===== config.mk =====
export PLATFORM = sky130hd
export DESIGN_NAME = rpn_stack_sequencer
export DESIGN_NICKNAME = d
export VERILOG_FILES = /design/src/rtl/rpn_stack_sequencer.sv
export SDC_FILE = /design/constraint.sdc
export NUM_CORES = 1
export LEC_CHECK = 0
export ABC_AREA = 1
export BUFFER_PORTS_ARGS = -buffer_cell sky130_fd_sc_hd__buf_2
export CAP_MARGIN = 20
export CORE_MARGIN = 2
export CORE_UTILIZATION = 61
export DETAILED_ROUTE_END_ITERATION = 10
export HOLD_SLACK_MARGIN = 0.1
export MAX_ROUTING_LAYER = met4
export PLACE_DENSITY = 0.81
export SLEW_MARGIN = 20
export SYNTH_ARGS = -nofsm -noshare
export SYNTH_HDL_FRONTEND = slang
export SYNTH_SLANG_ARGS = --single-unit

===== constraint.sdc =====
create_clock -name CLOCK_50 -period 4.55 [get_ports CLOCK_50]
set_input_delay 0.455 -clock CLOCK_50 [delete_from_list [all_inputs] [get_ports CLOCK_50]]
set_output_delay 0.455 -clock CLOCK_50 [all_outputs]
set_load 0.03 [all_outputs]

===== src/rtl/rpn_stack_sequencer.sv =====
// -----------------------------------------------------------------------------
// rpn_stack_sequencer
//
// Small reverse-polish calculator stack. Operands are pushed with `enter`.
// An `op_valid` pulse pops two operands (B = top, then A = the deeper one),
// computes R = A op B and pushes R back, taking one cycle per step:
// POP_B -> POP_A -> EXEC -> PUSH_R.
//
// Handshake: enter/op_valid/clear are single-cycle command pulses sampled on
// the rising edge of CLOCK_50. A command is only acted on while the sequencer
// is IDLE (busy=0). Commands arriving while busy=1 are silently dropped.
// clear always wins. op_valid wins over enter in the same cycle.
//
// Ports
//   CLOCK_50   in   clock, rising edge
//   RESETN     in   asynchronous active-low reset
//   enter      in   push data_in
//   data_in    in   [WIDTH] operand
//   op_valid   in   start an operation using op_code
//   op_code    in   [2] 00 add, 01 sub, 10 mul, 11 and
//   clear      in   synchronous clear of stack and sticky flags
//   top        out  [WIDTH] top-of-stack (0 when empty)
//   depth      out  [clog2(DEPTH+1)] number of valid entries
//   busy       out  operation sequence in progress
//   done       out  one-cycle pulse when a result is pushed
//   overflow   out  sticky: push attempted while full
//   underflow  out  sticky: op attempted with fewer than two entries
//   state_dbg  out  [3] current FSM state, for observation only
// -----------------------------------------------------------------------------
module rpn_stack_sequencer #(
    parameter int WIDTH = 8,
    parameter int DEPTH = 4
) (
    input  logic                         CLOCK_50,
    input  logic                         RESETN,
    input  logic                         enter,
    input  logic [WIDTH-1:0]             data_in,
    input  logic                         op_valid,
    input  logic [1:0]                   op_code,
    input  logic                         clear,
    output logic [WIDTH-1:0]             top,
    output logic [$clog2(DEPTH+1)-1:0]   depth,
    output logic                         busy,
    output logic                         done,
    output logic                         overflow,
    output logic                         underflow,
    output logic [2:0]                   state_dbg
);

    localparam int DW = $clog2(DEPTH + 1);
    localparam int AW = (DEPTH > 1) ? $clog2(DEPTH) : 1;

    typedef enum logic [2:0] {
        IDLE   = 3'd0,
        POP_B  = 3'd1,
        POP_A  = 3'd2,
        EXEC   = 3'd3,
        PUSH_R = 3'd4
    } state_t;

    state_t            state_q, state_d;
    logic [DW-1:0]     depth_q, depth_d;
    logic [WIDTH-1:0]  a_q, a_d;
    logic [WIDTH-1:0]  b_q, b_d;
    logic [WIDTH-1:0]  r_q, r_d;
    logic [1:0]        op_q, op_d;
    logic              ovf_q, ovf_d;
    logic              unf_q, unf_d;

    // Storage has no reset: slots at or above depth are never shown on top.
    logic [WIDTH-1:0]  mem_q [DEPTH];
    logic              wr_en;
    logic [AW-1:0]     wr_addr;
    logic [WIDTH-1:0]  wr_data;

    logic [WIDTH-1:0]  stored_top;
    logic              is_full;
    logic              has_two;

    assign stored_top = (depth_q == '0) ? '0 : mem_q[AW'(depth_q - 1'b1)];
    assign is_full    = (depth_q == DW'(DEPTH));
    assign has_two    = (depth_q >= DW'(2));

    // ------------------------------------------------------------------------
    // Next-state / datapath control
    // ------------------------------------------------------------------------
    always_comb begin
        state_d = state_q;
        depth_d = depth_q;
        a_d     = a_q;
        b_d     = b_q;
        r_d     = r_q;
        op_d    = op_q;
        ovf_d   = ovf_q;
        unf_d   = unf_q;
        wr_en   = 1'b0;
        wr_addr = AW'(depth_q);
        wr_data = data_in;

        if (clear) begin
            state_d = IDLE;
            depth_d = '0;
            ovf_d   = 1'b0;
            unf_d   = 1'b0;
        end else begin
            unique case (state_q)
                IDLE: begin
                    if (op_valid) begin
                        // enter in the same cycle is dropped on purpose
                        if (has_two) begin
                            op_d    = op_code;
                            state_d = POP_B;
                        end else begin
                            unf_d = 1'b1;
                        end
                    end else if (enter) begin
                        if (is_full) begin
                            ovf_d = 1'b1;
                        end else begin
                            wr_en   = 1'b1;
                            depth_d = depth_q + 1'b1;
                        end
                    end
                end
                POP_B: begin
                    b_d     = stored_top;
                    depth_d = depth_q - 1'b1;
                    state_d = POP_A;
                end
                POP_A: begin
                    a_d     = stored_top;
                    depth_d = depth_q - 1'b1;
                    state_d = EXEC;
                end
                EXEC: begin
                    unique case (op_q)
                        2'b00:   r_d = a_q + b_q;
                        2'b01:   r_d = a_q - b_q;
                        2'b10:   r_d = a_q * b_q;
                        default: r_d = a_q & b_q;
                    endcase
                    state_d = PUSH_R;
                end
                PUSH_R: begin
                    // Outputs already show R during this state; commit it here.
                    wr_en   = 1'b1;
                    wr_data = r_q;
                    depth_d = depth_q + 1'b1;
                    state_d = IDLE;
                end
                default: state_d = IDLE;
            endcase
        end
    end

    // ------------------------------------------------------------------------
    // State registers
    // ------------------------------------------------------------------------
    always_ff @(posedge CLOCK_50 or negedge RESETN) begin
        if (!RESETN) begin
            state_q <= IDLE;
            depth_q <= '0;
            a_q     <= '0;
            b_q     <= '0;
            r_q     <= '0;
            op_q    <= '0;
            ovf_q   <= 1'b0;
            unf_q   <= 1'b0;
        end else begin
            state_q <= state_d;
            depth_q <= depth_d;
            a_q     <= a_d;
            b_q     <= b_d;
            r_q     <= r_d;
            op_q    <= op_d;
            ovf_q   <= ovf_d;
            unf_q   <= unf_d;
        end
    end

    always_ff @(posedge CLOCK_50) begin
        if (wr_en) begin
            mem_q[wr_addr] <= wr_data;
        end
    end

    // ------------------------------------------------------------------------
    // Outputs. During PUSH_R the pending result is presented as already
    // pushed so top/depth/done all change in the same cycle.
    // ------------------------------------------------------------------------
    assign top       = (state_q == PUSH_R) ? r_q : stored_top;
    assign depth     = (state_q == PUSH_R) ? depth_q + 1'b1 : depth_q;
    assign busy      = (state_q != IDLE);
    assign done      = (state_q == PUSH_R);
    assign overflow  = ovf_q;
    assign underflow = unf_q;
    assign state_dbg = state_q;

endmodule


; ---- After elaboration in Yosys (flattened, before gate mapping)
; Memories as Yosys holds them, arrays and structs flattened.
; Cells that the tools add are included.
[word_totals]
word_cells = 80
mem_bits_ro = 0
mem_bits_rw = 32
reg_bits = 34
latchBits = 0
memories = 1
[mem_list]
columns = memory, depth, word_bits, rd, rd_ports_with_merged_regs, write_ports, line_no
row1 = mem_q, 4, 8, 1, 0, 1, 71  ; logic [WIDTH-1:0] mem_q [DEPTH];
[classes]
mux = 31
n_reduce_logical = 18
eq_ne = 14
order_cmp = 1
n_bitwise = 2
n_mul = 1
addsub = 4
shifts = 0
div_mod_pow = 0
[ops]
columns = cell, n
row1 = $mux 8, 4
row2 = $mux 3, 8
row3 = $pmux 8 s3, 1
row4 = $mux 1, 15
row5 = $ne 3x3->1 const B, 5
row6 = $pmux 3 s4, 1
row7 = $reduce_and 4->1, 3
row8 = $pmux 3 s3, 1
row9 = $add 8x8->8, 1
row10 = $and 8x8->8, 1
row11 = $mul 8x8->8, 1
row12 = $reduce_and 2->1, 4
row13 = $reduce_bool 2->1, 4
row14 = $sub 8x8->8, 1
row15 = $eq 3x2->1 const B, 2
row16 = $eq 3x3->1 const B, 2
row17 = $logic_not 3->1, 2
row18 = $reduce_bool 4->1, 1
row19 = $add 3x1->3 const B, 1
row20 = $eq 3x1->1 const B, 1
row21 = $ge 3x2->1 const B, 1
row22 = $reduce_and 3->1, 1
row23 = $reduce_bool 3->1, 1
row24 = $sub 3x1->3 const B, 1
row25 = other kinds (8), 8

; ---- Depth between registers and ports, before layout
; Gate-level depths: netlist (run 1).
[depth]
ltp_word = 8
ltp_mapped = 23

; ---- Least setup slack after synthesis (run 1)
; No wires, ideal clock.
[synth_path]
path_type = register to register
startpoint = reg a_q[1]
endpoint = reg r_q[7]
slack_ns = 0.993
synth_period_minus_slack_ns = 3.557
required_ns = 4.487
setup_ns = 0.063
n_path_buf = 1
t_arrival_ns = 3.495
stages_incl_launch_ff = 20
path_cell_list = dfrtp_1 buf_2 nand2_1 fa_1 fa_1 inv_1 fa_1 inv_1 fa_1 inv_1 ha_1 inv_1 nor2_1 nor2_1 inv_1 nand3_1 nand3_1 nand3_1 nand2_1 inv_1
[synth_via]
elab_chain_cells = 2
[synth_lines]
columns = item, line_no
row1 = "start, declared", 63  ; logic [WIDTH-1:0] a_q, a_d;
row2 = "start signal, assigned", 163  ; a_q <= '0;
row3 = "start signal, assigned", 172  ; a_q <= a_d;
row4 = "$mul 8x8->8, or another cell as far along", 139  ; 2'b10: r_d = a_q * b_q;
row5 = $pmux 8 s3 *, 136  ; unique case (op_q)
row6 = "end signal, assigned", 174  ; r_q <= r_d;
row7 = "end, declared", 65  ; logic [WIDTH-1:0] r_q, r_d;
; Every way passes the cells marked *; elsewhere a longest branch is shown, timed or not.
; A chain may end at the register's enable or synchronous reset.

; ---- Worst setup path in the final report (run 1)
; Ends and elaborated chain as after synthesis.

==> qor.yml, run 1 <==
hp-class: "primary input to async pin"
fin_cells: 696
r2r_cells: 18
worst_pin_slew_ns: 1.08
overflow: 0
start_util_pct: 62.4
synth.area.mux_share_pct: 0
tns_ns: 0
dieArea_um2: 8040
clk_pin_slew_ns: 0.08
cts.sinks: 66
routed-via-count: 3961
ys_warn_count: 0
fp-row-count: 31
post-cts-setup-buffers: 0
synth_edf_count: 32
cts_tree: "done"
path_delay_family: "adder cells"
grt_pass1_vias: 3795
cp-end-kind: "flip-flop"
setup_viol: 0
async_reset_ff_share_pct: 51.5
wl_um: 11400
cpMaxStageDelayCell: "fa_1"
synthAdderAreaFrac_pct: 14.5
fin_crit_ns: 3.84
arrival_ns: 4.13
synth_simple_gate_area_share_pct: 19.1
htreeDepth: 3
ctsHoldBuffers: 0
layout-drive-gt1-share_pct: 9.72
core_um2: 7180
die_x_um: 89.7
reg2reg_from: "a_q[1]"
worst_hold_slack_ns: 0.161
rsz0062_at_grt: "false"
syn_nets: 622
dpl.cell_count: 680
crit_top_cell: "inv_1"
avgSynthCellArea_um2: 7.96
cp_max_fo: 10
synth_top_family_by_area: "simple AND/OR/NAND/NOR gates"
netlist_area_um2: 4480
fin_skew_ns: 0.0116
synth_xor_area_share_pct: 2.35
antenna_left: 0
max_stage_delay_ns: 0.56
vias_per_cell: 5.69
maxSlewViolCount: 0
multi_input_area_um2: 2230
drc: 0
grt_pass1_wl_um: 18600
r2r_slack_ns: 0.71
rr_endpoint: "r_q[7]"
synth_cell_types: 31
path_class: "flip-flop to flip-flop"
io_pins: 33
globalplace.congestion: 0.987
cap_violations: 0
ys_ff_latch: 66
synthFlopType: "dfrtp_1"
hpwl_um: 8340
fin_crit_sh_pct: 84.4
synth_compound_area_share_pct: 13.9
clock_path_buffers: 2
wl_per_cell_um: 16.4
worst_slew_margin_rel_pct: 27.7
syn2layout_area_growth_pct: 11.1
drt_pass1_iterations: 5
regArea_um2: 1810
fp.dieH_um: 89.7
crit_buf_inv: 6
n_antenna_cell: 0
fmax_mhz: 260
path_cells: "nand2_1 -> fa_1 -> fa_1 -> inv_1 -> fa_1 -> inv_1 -> fa_1 -> inv_1 -> ha_1 -> inv_1 -> nor2_1 -> nor2_1 -> inv_1 -> nand3_1 -> nand3_1 -> nand3_1 -> nand2_1 -> inv_1"
final_nets: 651
cts_buffers: 9
ctsRootBufferMaster: "clkbuf_8"
synthCells: 563
grt_start_max_net_pins: 35
finalHoldViolations: 0
num-fill-cells: 570
yosysSeqAreaShare_pct: 40.4
cp_data_required_time_ns: 4.84
grt_usage_pct: 32.2
start_kind: "flip-flop"
outcome: "completed"
port_buffers: 32
clock_latency_ns: 0.35
cts_resized: 0
dr.first_iter.drc_count: 335
grt_antenna_before_repair: 0
-- worst register-to-register path, delay by kind of cell, from the launching register on --
family	cells	cell delay (ns)
flops	1	0.54
simple gates	7	0.60
buf+inv	6	0.34
fa+ha+maj	5	2.29
-- state kept, by name, indices dropped and copies added, names as in the netlist, 2 cells and up --
signal,flops
a_q,8
b_q,8
depth_q,3
mem_q,32
op_q,2
r_q,8
state_dbg,3
-- layout by cell type (no fill, tap or decap), drive strengths merged, types with 3 or more instances in the layout --
| master | instances |
|---|---|
| a21oi | 31 |
| a31oi | 10 |
| buf | 36 |
| bufinv | 4 |
| clkbuf | 9 |
| dfrtp | 34 |
| edfxtp | 32 |
| fa | 13 |
| ha | 31 |
| inv | 94 |
| nand2 | 126 |
| nand3 | 15 |
| nor2 | 67 |
| o21ai | 55 |
| o22a | 3 |
| o22ai | 9 |
| xnor2 | 6 |
| xor2 | 6 |
-- area by class of cell --
class                      count  area share, %
clock buffer                   9           2.49
clock inverter                 7           2.82
inverter                      94           7.09
multi-input combinational    385           44.9
sequential                    66           36.4
tap                           99           2.49
timing repair buffer          36           3.82
-- cells by family after synthesis --
logic type / count (synthesis)
AO/OA/AOI/OAI: 114
adder cells (fa/ha/maj): 44
AND/OR/NAND/NOR: 215
flip-flops: 66
buffers and inverters: 112
XOR/XNOR: 12
-- how the worst max path moves through the flow --
stage	from	slack, ns	cells past startpoint	to
after global routing	a_q[1]	0.41	21	r_q[7]
after CTS	a_q[1]	0.71	18	r_q[7]
after global placement	a_q[1]	0.83	18	r_q[7]
after floorplan	a_q[1]	0.99	19	r_q[7]
final	a_q[1]	0.71	18	r_q[7]
after detailed placement	a_q[1]	0.72	18	r_q[7]
-- synthesized netlist by cell type (5+ instances only) --
| library cell | number | area [um2] |
|---|---|---|
| nand2_1 | 126 | 473 |
| inv_1 | 90 | 338 |
| nor2_1 | 67 | 251 |
| o21ai_0 | 53 | 265 |
| dfrtp_1 | 34 | 851 |
| edfxtp_1 | 32 | 961 |
| a21oi_1 | 31 | 155 |
| ha_1 | 31 | 388 |
| nand3_1 | 15 | 75.1 |
| buf_2 | 13 | 65.1 |
| fa_1 | 13 | 260 |
| a31oi_1 | 10 | 62.6 |
| o22ai_1 | 9 | 56.3 |
| xnor2_1 | 6 | 52.6 |
| xor2_1 | 6 | 52.6 |
| clkbuf_1 | 5 | 18.8 |
-- routing by layer --
metal	part of all wire [%]	vias up	global-route usage (%)	wire (um)
met5	0	-	-	0
met4	2.6	0	10.4	293
met3	9.0	37	7.04	1030
met2	47	188	50.6	5370
met1	41	1856	41.8	4730
li1	-	1880	-	-
-- metrics by stage --
stage	utilization (%)	area [um2]	worst slack, ns
after floorplan	-	4480	0.993
after global placement	65.6	4710	0.827
after detailed placement	65.6	4710	0.721
after CTS	69.3	4970	0.713
after global routing	69.3	4980	0.406
final	69.3	4980	0.710
Power of run 1 is left out: the tool's default activity adds up to more than one toggle a clock period on the data nets, which glitch-free logic cannot reach.
==> inputs of run 2 (changes only) <==
--- a/config.mk
+++ b/config.mk
@@ -5,15 +5,15 @@
 export SDC_FILE = /design/constraint.sdc
 export NUM_CORES = 1
 export LEC_CHECK = 0
-export ABC_AREA = 1
+export ABC_AREA = 0
 export BUFFER_PORTS_ARGS = -buffer_cell sky130_fd_sc_hd__buf_2
 export CAP_MARGIN = 20
 export CORE_MARGIN = 2
-export CORE_UTILIZATION = 61
+export CORE_UTILIZATION = 55
 export DETAILED_ROUTE_END_ITERATION = 10
 export HOLD_SLACK_MARGIN = 0.1
 export MAX_ROUTING_LAYER = met4
-export PLACE_DENSITY = 0.81
+export PLACE_DENSITY = 0.77
 export SLEW_MARGIN = 20
 export SYNTH_ARGS = -nofsm -noshare
 export SYNTH_HDL_FRONTEND = slang
==> constraint.sdc (replaced) <==
create_clock -name CLOCK_50 -period 3.5 [get_ports CLOCK_50]
set_input_delay 0.35 -clock CLOCK_50 [delete_from_list [all_inputs] [get_ports CLOCK_50]]
set_output_delay 0.35 -clock CLOCK_50 [all_outputs]
set_load 0.03 [all_outputs]
==> run 2 against run 1 <==
  * Synthesized cell count decreased by 25%
  * Setup slack got worse by 0.95 ns
  * Clock skew down 0.0043 ns
  * Final cell count is 15% lower
  * Maximum frequency is 2.7% higher
  * Cell area rose by 3.2%
  * Critical path type unchanged
  * The run now ends with setup timing left
  * Global-route usage decreased by 5.0 points
==> qor.yml, run 2 <==
rr_endpoint: "r_q[7]"  # unchanged
drc: 0  # unchanged
synth_cell_types: 43  # was 31
async_reset_ff_share_pct: 51.5  # unchanged
gr-usage-met3_pct: 4.23  # was 7.04%
die_x_um: 92.7  # was 89.7 um
arrival_ns: 4.02  # was 4.13 ns
cp-end-kind: "flip-flop"  # unchanged
final_cell_mix: "nand2_1, o21ai_0, buf_4"  # was nand2_1, inv_1, nor2_1
path_class: "flip-flop to flip-flop"  # unchanged
busiest_layer: "met2"  # unchanged
dieArea_um2: 8590  # was 8040 um2
worst_slew_margin_rel_pct: 46.4  # was 27.7%
final_nets: 544  # was 651
netlist_area_um2: 4330  # was 4480 um2
fin_crit_sh_pct: 107  # was 84.4%
hold_end: "op_q[1]"
fin_skew_ns: 0.00727  # was 0.0116 ns
p_leak_uw: 0.00226
p_clk_share_pct: 13.6
drt_pass1_iterations: 4  # was 5
start_kind: "flip-flop"  # unchanged
grt_usage_pct: 27.2  # was 32.2%
grt_antenna_before_repair: 0  # unchanged
routed-via-count: 3328  # was 3961
cp_max_fo: 5  # was 10
io_pins: 33  # unchanged
r2r_cells: 15  # was 18
met2_usage_pct: 45.6  # was 50.6%
cts_buffers: 9  # unchanged
port_buffers: 32  # unchanged
fp-row-count: 32  # was 31
overflow: 0  # unchanged
wl_per_cell_um: 17.8  # was 16.4 um
ys_ff_latch: 66  # unchanged
vias_per_cell: 5.62  # was 5.69
avgSynthCellArea_um2: 10.3  # was 7.96 um2
reg2reg_from: "b_q[3]"  # was a_q[1]
clock_path_buffers: 2  # unchanged
cts_tree: "done"  # unchanged
switching_share_pct: 45.7
powerDensity_nw_per_um2: 973
worst_pin_slew_ns: 0.804  # was 1.08 ns
syn_nets: 479  # was 622
violations: "setup timing"
clk_pin_slew_ns: 0.08  # about the same
outcome: "finished, violations left"  # was completed
cp_data_required_time_ns: 3.78  # was 4.84 ns
dr.first_iter.drc_count: 212  # was 335
largest_reg_flops: 32  # unchanged
start_util_pct: 56.3  # was 62.4%
hpwl_um: 7740  # was 8340 um
globalplace.congestion: 0.901  # was 0.987
cap_violations: 0  # unchanged
setup_viol: 2  # was 0
top_register: "mem_q"  # unchanged
power_frac_comb_pct: 62.5
clock_latency_ns: 0.36  # was 0.35 ns
cts.sinks: 66  # unchanged
p_int_uw: 2710
place_ws_ns: -0.303  # was 0.721 ns
fin_crit_ns: 3.74  # was 3.84 ns
grt_start_max_net_pins: 35  # unchanged
rsz0062_at_grt: "true"  # was false
netlist.area_leader.share_pct: 22.2  # was 21.5%
hp-class: "primary input to flip-flop"  # was primary input to async pin
pwr-share-seq_pct: 23.9
ys_warn_count: 0  # unchanged
fin_ws_ns: -0.240  # was 0.710 ns
met1_usage_pct: 33.4  # was 41.8%
fmax_mhz: 267  # was 260 MHz
synth_commonest_cells: "nand2_1, o21ai_0, inv_1"  # was nand2_1, inv_1, nor2_1
maxSlewViolCount: 0  # unchanged
finalHoldViolations: 0  # unchanged
holdCritStartpoint: "op_code[1]"
mostFrequentLayoutCell: "nand2_1"  # unchanged
yosysMostFrequentCell: "nand2_1"  # unchanged
synth_edf_count: 32  # unchanged
p_sw_uw: 2280
htreeDepth: 3  # unchanged
core_um2: 7690  # was 7180 um2
synthFlopType: "dfrtp_1"  # unchanged
layout-drive-gt1-share_pct: 27.6  # was 9.72%
wl_um: 10500  # was 11400 um
irDropWorstVdd_uv: 545
yosysSeqAreaShare_pct: 41.9  # was 40.4%
ys_top_cells_by_area: "edfxtp_1, dfrtp_1, ha_1"  # was edfxtp_1, dfrtp_1, nand2_1
holdPathStages: 2
r2r_slack_ns: -0.24  # was 0.71 ns
grt_pass1_vias: 3387  # was 3795
worst_hold_slack_ns: 0.225  # was 0.161 ns
antenna_left: 0  # unchanged
grt_pass1_wl_um: 17100  # was 18600 um
n_antenna_cell: 0  # unchanged
fp.dieH_um: 92.7  # was 89.7 um
ctsRootBufferMaster: "clkbuf_8"  # unchanged
synth_top_cell_by_area: "edfxtp_1"  # unchanged
synthCells: 420  # was 563
syn2layout_area_growth_pct: 18.7  # was 11.1%
-- run 2: cell count changes after synthesis, moves of 9 or more --
cell,delta
nor2_1,-41
inv_1,-50
mux2_2,+11
nand2_1,-68
xnor2_1,+18
a21oi_1,-22
o22ai_1,-9
buf_2,-10
o21ai_0,-9
-- run 2: worst max-delay path by stage --
stage                      start      to  slack, ns  cells past startpoint
after floorplan           b_q[2]  r_q[7]       -0.1                     16
after global routing      b_q[3]  r_q[7]      -0.39                     15
after CTS                 a_q[3]  r_q[7]      -0.26                     15
final                     b_q[3]  r_q[7]      -0.24                     15
after detailed placement  b_q[2]  r_q[7]      -0.30                     15
after global placement    b_q[2]  r_q[7]      -0.17                     15
-- run 2: cell type report --
cell class	instances	area, um2
fill	595	2550
tap	102	128
timing repair buffer	72	463
multi-input combinational	296	2370
clock inverter	7	83.8
clock buffer	9	124
inverter	40	150
sequential	66	1820
-- run 2: timing repair --
| item | 4_1_cts | 5_1_grt |
|---|---|---|
| endpoints found under the hold margin | 3 | 0 |
| buffers inserted | 4 | 1 |
| gates resized for setup | 4 | 8 |
| pin swaps | 3 | 2 |
| hold buffers | 1 | 0 |
| setup endpoints to repair | 2 | 3 |
-- run 2: worst max-delay path, stage by stage (launching register included) --
cell and delay, ns:
dfrtp_1 0.44, nand2_2 0.09, fa_2 0.37, fa_1 0.49
inv_1 0.05, fa_1 0.47, inv_1 0.05, fa_1 0.50
inv_2 0.05, ha_4 0.25, a21oi_4 0.14, xnor3_1 0.24
xnor3_1 0.20, o211ai_2 0.16, o21ai_2 0.08, o21ai_2 0.10
-- run 2: routing by layer --
| layer | up-vias | wire length, um |
|---|---|---|
| met5 | - | 0 |
| met4 | 0 | 352 |
| met3 | 39 | 533 |
| met2 | 129 | 5320 |
| met1 | 1601 | 4310 |
| li1 | 1559 | - |
-- run 2: power groups by stage --
stage / Combinational [uW] / Sequential, uW / Clock (uW)
floorplan: 2190 / 1140 / 0
global placement: 2890 / 1190 / 0
detailed placement: 2960 / 1190 / 0
CTS: 3020 / 1180 / 686
global route: 3440 / 1210 / 723
finish: 3120 / 1190 / 682
-- run 2: logic make-up after synthesis --
| kind of cell | Yosys count | synth area share (%) |
|---|---|---|
| buf+inv | 58 | 5.38 |
| fa+ha+maj | 45 | 15.2 |
| flops | 66 | 41.9 |
| xor+xnor | 30 | 6.71 |
| compound gates | 73 | 9.69 |
| mux | 22 | 7.72 |
| simple gates | 126 | 13.4 |
-- run 2: per-stage QoR --
stage	cell area (um2)	TNS, ns	instances	util (%)	total power [uW]
finish	5140	-0.418	592	66.8	5000
global route	5140	-0.729	592	66.8	5380
detailed placement	4840	-0.433	570	63.0	4150
global placement	4840	-0.251	570	63.0	4080
floorplan	4400	-0.0980	420	-	3330
CTS	5090	-0.399	591	66.3	4880
Power figures use the tool's default switching activity.
